`src/rtl/seg7_capture.sv`:
```
// Recovers the hex digits shown on a multiplexed 7-segment display by sampling its drive lines.
// Optional feature: define SEG7_CAPTURE_DP_EN to also capture the decimal point per digit.
module seg7_capture #(
    parameter int MODULES       = 1,
    parameter int SETTLE_CYCLES = 16
) (
    input  logic        clk,
    input  logic        reset,
    input  logic [6:0]  a_to_g,
    input  logic        dp,
    input  logic [3:0]  an_l,
    input  logic [3:0]  an_h,
    input  logic        err_clr,
    output logic [15:0] x_l,
    output logic [15:0] x_h,
    output logic [7:0]  digit_valid,
    output logic        frame_done,
    output logic        pattern_err,
    output logic [7:0]  dp_out
);

    localparam logic [1:0] IDLE   = 2'd0;
    localparam logic [1:0] SETTLE = 2'd1;
    localparam logic [1:0] HELD   = 2'd2;

    localparam logic [7:0] CAPTURE_AT = 8'(SETTLE_CYCLES - 1);
    localparam logic [7:0] ENABLED    = (MODULES == 2) ? 8'hFF : 8'h0F;

    function automatic logic [4:0] decode(input logic [6:0] p);
        logic [4:0] r;
        case (p)
            7'b1000000: r = {1'b1, 4'h0};
            7'b1111001: r = {1'b1, 4'h1};
            7'b0100100: r = {1'b1, 4'h2};
            7'b0110000: r = {1'b1, 4'h3};
            7'b0011001: r = {1'b1, 4'h4};
            7'b0010010: r = {1'b1, 4'h5};
            7'b0000010: r = {1'b1, 4'h6};
            7'b1111000: r = {1'b1, 4'h7};
            7'b0000000: r = {1'b1, 4'h8};
            7'b0010000: r = {1'b1, 4'h9};
            7'b0001000: r = {1'b1, 4'hA};
            7'b0000011: r = {1'b1, 4'hB};
            7'b1000110: r = {1'b1, 4'hC};
            7'b0100001: r = {1'b1, 4'hD};
            7'b0000110: r = {1'b1, 4'hE};
            7'b0001110: r = {1'b1, 4'hF};
            default:    r = 5'b0;
        endcase
        return r;
    endfunction

    logic [6:0] seg_p0, seg_p1;
    logic [7:0] an_p0, an_p1;
    logic       dp_bit;

    // Two-flop synchronizer stage; presets to all-ones so nothing looks active
    always_ff @(posedge clk) begin
        if (reset) begin
            seg_p0 <= '1;
            seg_p1 <= '1;
            an_p0  <= '1;
            an_p1  <= '1;
        end else begin
            seg_p0 <= a_to_g;
            seg_p1 <= seg_p0;
            an_p0  <= {an_h, an_l};
            an_p1  <= an_p0;
        end
    end

`ifdef SEG7_CAPTURE_DP_EN
    logic dp_p0, dp_p1;
    always_ff @(posedge clk) begin
        if (reset) begin
            dp_p0 <= 1'b1;
            dp_p1 <= 1'b1;
        end else begin
            dp_p0 <= dp;
            dp_p1 <= dp_p0;
        end
    end
    assign dp_bit = dp_p1;
`else
    logic unused_dp;
    assign unused_dp = dp;
    assign dp_bit    = 1'b1;
`endif

    logic [7:0] low;
    logic       active;
    logic [2:0] idx;

    always_comb begin
        low = ~an_p1;
        if (MODULES != 2) low[7:4] = 4'b0;
        active = (low != 8'd0) && ((low & (low - 8'd1)) == 8'd0);
        idx = 3'd0;
        for (int i = 0; i < 8; i++) begin
            if (low[i]) idx = 3'(i);
        end
    end

    logic [10:0] cur_key, prev_key;
    logic        stable;
    logic [1:0]  state;
    logic [7:0]  cnt;
    logic        capture;

    assign cur_key = {dp_bit, seg_p1, idx};
    assign stable  = (cur_key == prev_key);
    assign capture = (state == SETTLE) && active && stable && (cnt == CAPTURE_AT);

    // Dwell tracking: count consecutive identical samples, capture once per dwell
    always_ff @(posedge clk) begin
        if (reset) begin
            state    <= IDLE;
            cnt      <= 8'd0;
            prev_key <= '1;
        end else begin
            prev_key <= cur_key;
            case (state)
                IDLE: begin
                    if (active) begin
                        state <= SETTLE;
                        cnt   <= 8'd1;
                    end
                end
                SETTLE: begin
                    if (!active) begin
                        state <= IDLE;
                        cnt   <= 8'd0;
                    end else if (!stable) begin
                        cnt <= 8'd1;
                    end else begin
                        cnt <= cnt + 8'd1;
                        if (cnt == CAPTURE_AT) state <= HELD;
                    end
                end
                HELD: begin
                    if (!active) begin
                        state <= IDLE;
                        cnt   <= 8'd0;
                    end else if (!stable) begin
                        state <= SETTLE;
                        cnt   <= 8'd1;
                    end
                end
                default: begin
                    state <= IDLE;
                    cnt   <= 8'd0;
                end
            endcase
        end
    end

    logic [4:0]  dec;
    logic        blank;
    logic [7:0]  cap_bit;
    logic [7:0]  mask;
    logic [31:0] digits;
    logic        mask_full;

    assign dec       = decode(seg_p1);
    assign blank     = (seg_p1 == 7'h7F);
    assign cap_bit   = (capture && dec[4]) ? (8'd1 << idx) : 8'd0;
    assign mask_full = (mask == ENABLED);

    // Capture stage: digit store, frame tracking and sticky error
    always_ff @(posedge clk) begin
        if (reset) begin
            digits      <= 32'd0;
            digit_valid <= 8'd0;
            mask        <= 8'd0;
            frame_done  <= 1'b0;
            pattern_err <= 1'b0;
        end else begin
            if (capture && dec[4]) begin
                digits[{idx, 2'b00} +: 4] <= dec[3:0];
                digit_valid[idx]          <= 1'b1;
            end
            frame_done <= mask_full;
            mask       <= (mask_full ? 8'd0 : mask) | cap_bit;
            if (err_clr)
                pattern_err <= 1'b0;
            else if (capture && !dec[4] && !blank)
                pattern_err <= 1'b1;
        end
    end

`ifdef SEG7_CAPTURE_DP_EN
    logic [7:0] dp_reg;
    always_ff @(posedge clk) begin
        if (reset)
            dp_reg <= 8'd0;
        else if (capture && (dec[4] || blank))
            dp_reg[idx] <= ~dp_bit;
    end
    assign dp_out = dp_reg;
`else
    assign dp_out = 8'd0;
`endif

    assign x_l = digits[15:0];
    assign x_h = (MODULES == 2) ? digits[31:16] : 16'd0;

endmodule
```
`config.mk`:
```
export PLATFORM = sky130hd
export DESIGN_NAME = seg7_capture
export DESIGN_NICKNAME = d
export VERILOG_FILES = /design/src/rtl/seg7_capture.sv
export SDC_FILE = /design/constraint.sdc
export NUM_CORES = 1
export LEC_CHECK = 0
export CORE_MARGIN = 2
export CORE_UTILIZATION = 42
export DETAILED_ROUTE_END_ITERATION = 12
export PLACE_DENSITY = 0.67
export SETUP_SLACK_MARGIN = 0.3
export SLEW_MARGIN = 20
export SYNTH_ARGS = -nofsm -noshare
export SYNTH_HDL_FRONTEND = slang
export SYNTH_SLANG_ARGS = --single-unit
```
`constraint.sdc`:
```
create_clock -name clk -period 4.5 [get_ports clk]
set_clock_uncertainty 0.2 [all_clocks]
set_input_delay 0.9 -clock clk [delete_from_list [all_inputs] [get_ports clk]]
set_output_delay 0.9 -clock clk [all_outputs]
set_load 0.05 [all_outputs]
```
==> flow_summary.ini <==
[floorplanning]
io_pins = 69
die_area_sq_um = 9350
core_sq_um = 8260
start_util_pct = 43.7
row_count = 33
die_w_um = 96.7
die_h_um = 96.7

[yosys]
yosysSeqAreaShare_pct = 37.7
ys_warn_count = 0
synthFlopType = dfxtp_1
postSynthCellCount = 382
synth_area_per_cell_sq_um = 9.44
synth_edf_count = 0
async_flop_share_pct = 0
synth.distinct_cells = 60
synth_area_sq_um = 3610
ys_seq_elements = 68

[clocking]
insertion_delay_ps = 360
cts-resized-gates = 0
cts_hold_buffers = 0
postCtsSetupBuffers = 0
cts_tree = done
cts.path.max_buffers = 2
cts_made_buffers = 9
cts.sinks = 68
ctsHtreeMaxLevel = 3
cts.clk_slew.worst_paths_ps = 70
root_buffer = clkbuf_8

[pwr]
power_density_nw_per_um2 = 309
leakagePower_nw = 1.58
vdd_drop_max_mv = 0.197

[cells_and_area]
area_growth_pct = 12.1
fin_util_pct = 49.0
diodes = 0
n_fill_cell = 788
final_nets = 435
final_cell_mix = dfxtp_1, clkdlybuf4s50_1, or2_2
drive_gt1_share_pct = 16.3
final_common_cell = dfxtp_1
instances_no_fill = 517

[timing]
setup_viol = 0
final.min_clock_period_ps = 2620
tns_ps = 0
tightest_slew_ps = 990
max_slew_margin_pct = 34.0
fmax_ghz = 0.381
period_share_pct = 58.3
rsz0062_at_grt = false
final_hold_viol_count = 0
final_max_slew_viol_count = 0

[setup_path]
max_stage_delay_ps = 810
cp.arrival_ps = 1520
required_ps = 3400
endpoint_kind = primary output
slowest_stage = clkdlybuf4s50_1
worst-r2r-cell-count = 5
worstSetupPathType = flop to primary output
reg2reg_slack_ps = 1970
critPathLaunchType = flop
worstReg2RegEnd = digits[11]$_SDFFE_PP0P_
r2r_start = seg_p1[0]$_SDFF_PP1_
path_buf_inv = 1
path_max_fanout = 2
crit_family = buffers and inverters
worstPathCellList = clkdlybuf4s50_1

[status]
outcome = finished clean

[routing]
drc = 0
viasPerCell = 5.00
detail_route.iter0.violations = 135
wl_per_cell_um = 12.4
drt-total-wl_um = 6400
antenna_left = 0
drt-pass1-iter-count = 4
vias = 2584

[flow_run]
max-cap-violations = 0

[grt]
antenna_found_initial = 0
grtUsageTotal_pct = 14.4
grt_max_degree = 72
grt_pass1_vias = 2356
gr-total-overflow = 0
grt_pass1_wl_um = 11000

[worst_hold_path]
hp-start = seg_p0[2]$_SDFF_PP1_
hold_end = seg_p1[2]$_SDFF_PP1_
hold_class = flop to flop
holdPathStages = 1

[placement]
port_buffers = 35
routabilityCongestion = 0.794
dp_hpwl_um = 4390
place_inst = 501
==> flip-flops by register name, indices dropped and copies added, names as in the netlist <==
name,cells
mask,4
seg_p0,7
an_p1,4
digits,16
cnt,8
state,2
seg_p1,7
frame_done,1
digit_valid,4
an_p0,4
prev_key,10
pattern_err,1
==> where the power goes <==
group | switching (mW) | total (mW) | internal [mW]
clock network | 0.229 | 0.474 | 0.244
registers | 0.0178 | 0.634 | 0.616
logic | 0.0975 | 0.140 | 0.0428
total | 0.345 | 1.25 | 0.903
==> cell type report <==
type,instances,area [sq um],share of cell area (%)
inverter,17,63.8,1.58
clock inverter,3,20.0,0.495
multi-input combinational,275,1940,48.1
sequential,68,1360,33.7
clock buffer,13,169,4.18
timing repair buffer,36,353,8.73
tap,105,131,3.25
==> how the worst max path moves through the flow <==
| stage | end | startpoint | depth (start not counted) | slack [ps] |
|---|---|---|---|---|
| 3_3_place_gp | cnt[1]$_SDFFE_PP0P_ | reset | 5 | 1650 |
| 2_1_floorplan | digits[12]$_SDFFE_PP0P_ | an_p1[2]$_SDFF_PP1_ | 7 | 2460 |
| 4_1_cts | pattern_err | pattern_err$_SDFFE_PP0P_ | 1 | 1850 |
| 5_1_grt | digits[3]$_SDFFE_PP0P_ | seg_p1[0]$_SDFF_PP1_ | 5 | 1660 |
| 6_report | x_l[12] | digits[12]$_SDFFE_PP0P_ | 1 | 1880 |
| 3_5_place_dp | cnt[5]$_SDFFE_PP0P_ | reset | 5 | 1590 |
==> kinds of logic after synthesis <==
| group | after synthesis | synth area share, % |
|---|---|---|
| other | 1 | 0.104 |
| buffers and inverters | 66 | 11.2 |
| adder cells (fa/ha/maj) | 9 | 3.12 |
| XOR/XNOR | 13 | 3.16 |
| AND/OR/NAND/NOR | 147 | 24.6 |
| flip-flops | 68 | 37.7 |
| AO/OA/AOI/OAI | 62 | 15.6 |
| multiplexers | 16 | 4.44 |
==> synth_stat cells (3+ instances only) <==
| library cell | number | area, sq um |
|---|---|---|
| o2111ai_1 | 4 | 35.0 |
| nor4_1 | 3 | 18.8 |
| ha_1 | 9 | 113 |
| nand2b_1 | 22 | 138 |
| buf_2 | 6 | 30.0 |
| a21oi_1 | 3 | 15.0 |
| nand2_1 | 24 | 90.1 |
| buf_4 | 31 | 233 |
| clkbuf_1 | 8 | 30.0 |
| and3_1 | 6 | 37.5 |
| xnor2_1 | 5 | 43.8 |
| o31ai_1 | 4 | 30.0 |
| mux2i_1 | 16 | 160 |
| o21ai_0 | 17 | 85.1 |
| a31oi_1 | 3 | 18.8 |
| o31ai_2 | 4 | 50.1 |
| nand4b_1 | 5 | 43.8 |
| or2_2 | 30 | 188 |
| nand3_1 | 7 | 35.0 |
| inv_1 | 17 | 63.8 |
| nor2_1 | 14 | 52.6 |
| nor3b_1 | 3 | 22.5 |
| o2111ai_4 | 5 | 131 |
| xor2_1 | 8 | 70.1 |
| dfxtp_1 | 68 | 1360 |
| nor3_1 | 9 | 45.0 |
| o22ai_1 | 5 | 31.3 |
| nor2b_1 | 4 | 25.0 |
==> layer usage <==
layer  vias to the layer above  track usage (%)  wire (um)  share of wire, %
met2                        65             22.7       3020                47
met4                         0             6.18         97               1.5
met3                         9             4.99        302               4.7
met5                         -                0          0                 0
met1                      1194             18.0       2980                47
li1                       1316                -          -                 -
==> stage by stage <==
step	power, mW	instance area [sq um]	hold slack, ps	setup WS [ps]
floorplan	0.784	3710	189	2460
global route	1.31	4040	229	1660
CTS	1.27	4040	206	1850
global placement	0.786	3850	191	1650
detailed placement	0.788	3850	194	1590
finish	1.25	4040	205	1880
Power figures use the tool's default switching activity.
==> RTL change, RTL diff (same settings) <==
Build with the macro `SEG7_CAPTURE_DP_EN` defined.
--- a/src/rtl/seg7_capture.sv
+++ b/src/rtl/seg7_capture.sv
@@ -1,4 +1,6 @@
 // Recovers the hex digits shown on a multiplexed 7-segment display by sampling its drive lines.
 // Optional feature: define SEG7_CAPTURE_DP_EN to also capture the decimal point per digit.
+`define SEG7_CAPTURE_DP_EN
+
 module seg7_capture #(
     parameter int MODULES       = 1,
Function: same outputs for any inputs over 10 cycles, from zero or initial values and one cycle with reset high; that may be too few to reach the edited logic, so the function may still have changed.
==> RTL change against the original RTL <==
  * Hold slack gained 0.0017 ns
  * Power rose by 7.1%
  * Synthesized area down 0.28%
  * Core utilization is 0.65 points higher
  * Cell area rose by 1.3%
  * Worst setup slack worse by 0.37 ns
  * Routed wire length up 2.4%
  * Sequential cell count grew 7
  * Die area decreased by 0.27%
  * Critical path type is now reg -> reg
  * Largest power group unchanged
==> RTL change: results (changes against the original RTL) <==
synth_cell_types: 65  # +8.3%
place_inst: 499  # -0.40%
place_area_mm2: 0.00390  # +1.2%
yosys-top-cells-area: "dfxtp_1 42%, or2_2 5.9%, buf_4 5.4%"
critical-path-max-stage-delay_ns: 0.77  # -0.04 ns
netlist_top_cells_count: "75 x dfxtp_1, 36 x nor2_1, 34 x or2_2"
leakagePower_uw: 0.00147  # -7.3%
critPathSlowestCell: "dfxtp_1"
grt_pass1_vias: 2433  # +3.3%
grt_max_degree: 45  # -38%
ys_seq_area_share_pct: 41.7  # +4.0 points
grt_pass1_wl_um: 11200  # +1.8%
worstHoldStart: "seg_p0[3]"
nFillCells: 812  # +3.0%
r2r_cells: 6  # +1
internal_power_uw: 990  # +9.5%
wl_per_cell_um: 12.7  # +2.8%
port_buffers: 40  # +14%
worstPathMaxFanout: 17  # +15
total_power_uw: 1340  # +7.1%
grt_use_total_pct: 15.7  # +1.2 points
drt-total-wl_um: 6560  # +2.4%
hold_slack_ns: 0.207  # +0.00170 ns
routabilityCongestion: 0.832  # +4.7%
startpoint: "seg_p1[5]"
status: "completed"
grtUsageMet2_pct: 25.8  # +3.1 points
crit_end: "digits[10]"
slew_headroom_pct: 53.9  # +20 points
syn_inst: 375  # -1.8%
met3_usage_pct: 5.59  # +0.60 points
## RTL change: changes by cell type in the layout (fill, tap and decap cells not counted), moves of 9 or more
cell      change
nor2_1       +22
inv_1        -11
nand2b_1     -15
o21ai_0       -9
a21oi_1      +11
## RTL change: area by class of cell
type	instances	area, um^2	share of cell area, %
tap	105	131	3.21
timing repair buffer	41	403	9.84
multi-input combinational	271	1840	44.9
sequential	75	1500	36.7
clock inverter	4	50.0	1.22
inverter	7	26.3	0.641
clock buffer	12	145	3.54
## RTL change: logic make-up (layout without fill, tap and decap cells)
kind of cell,after synthesis,after routing,share of synthesized area [%]
xor+xnor,12,12,2.92
other cells,1,24,0.104
buf+inv,52,64,9.53
compound gates,62,62,15.1
simple gates,155,155,25.5
fa+ha+maj,1,1,0.348
flops,75,75,41.7
mux,17,17,4.73
## RTL change: layer usage
layer / vias up / wire length, um
met5: - / 0
met2: 50 / 3150
met3: 11 / 330
met4: 0 / 102
met1: 1199 / 2980
li1: 1324 / -
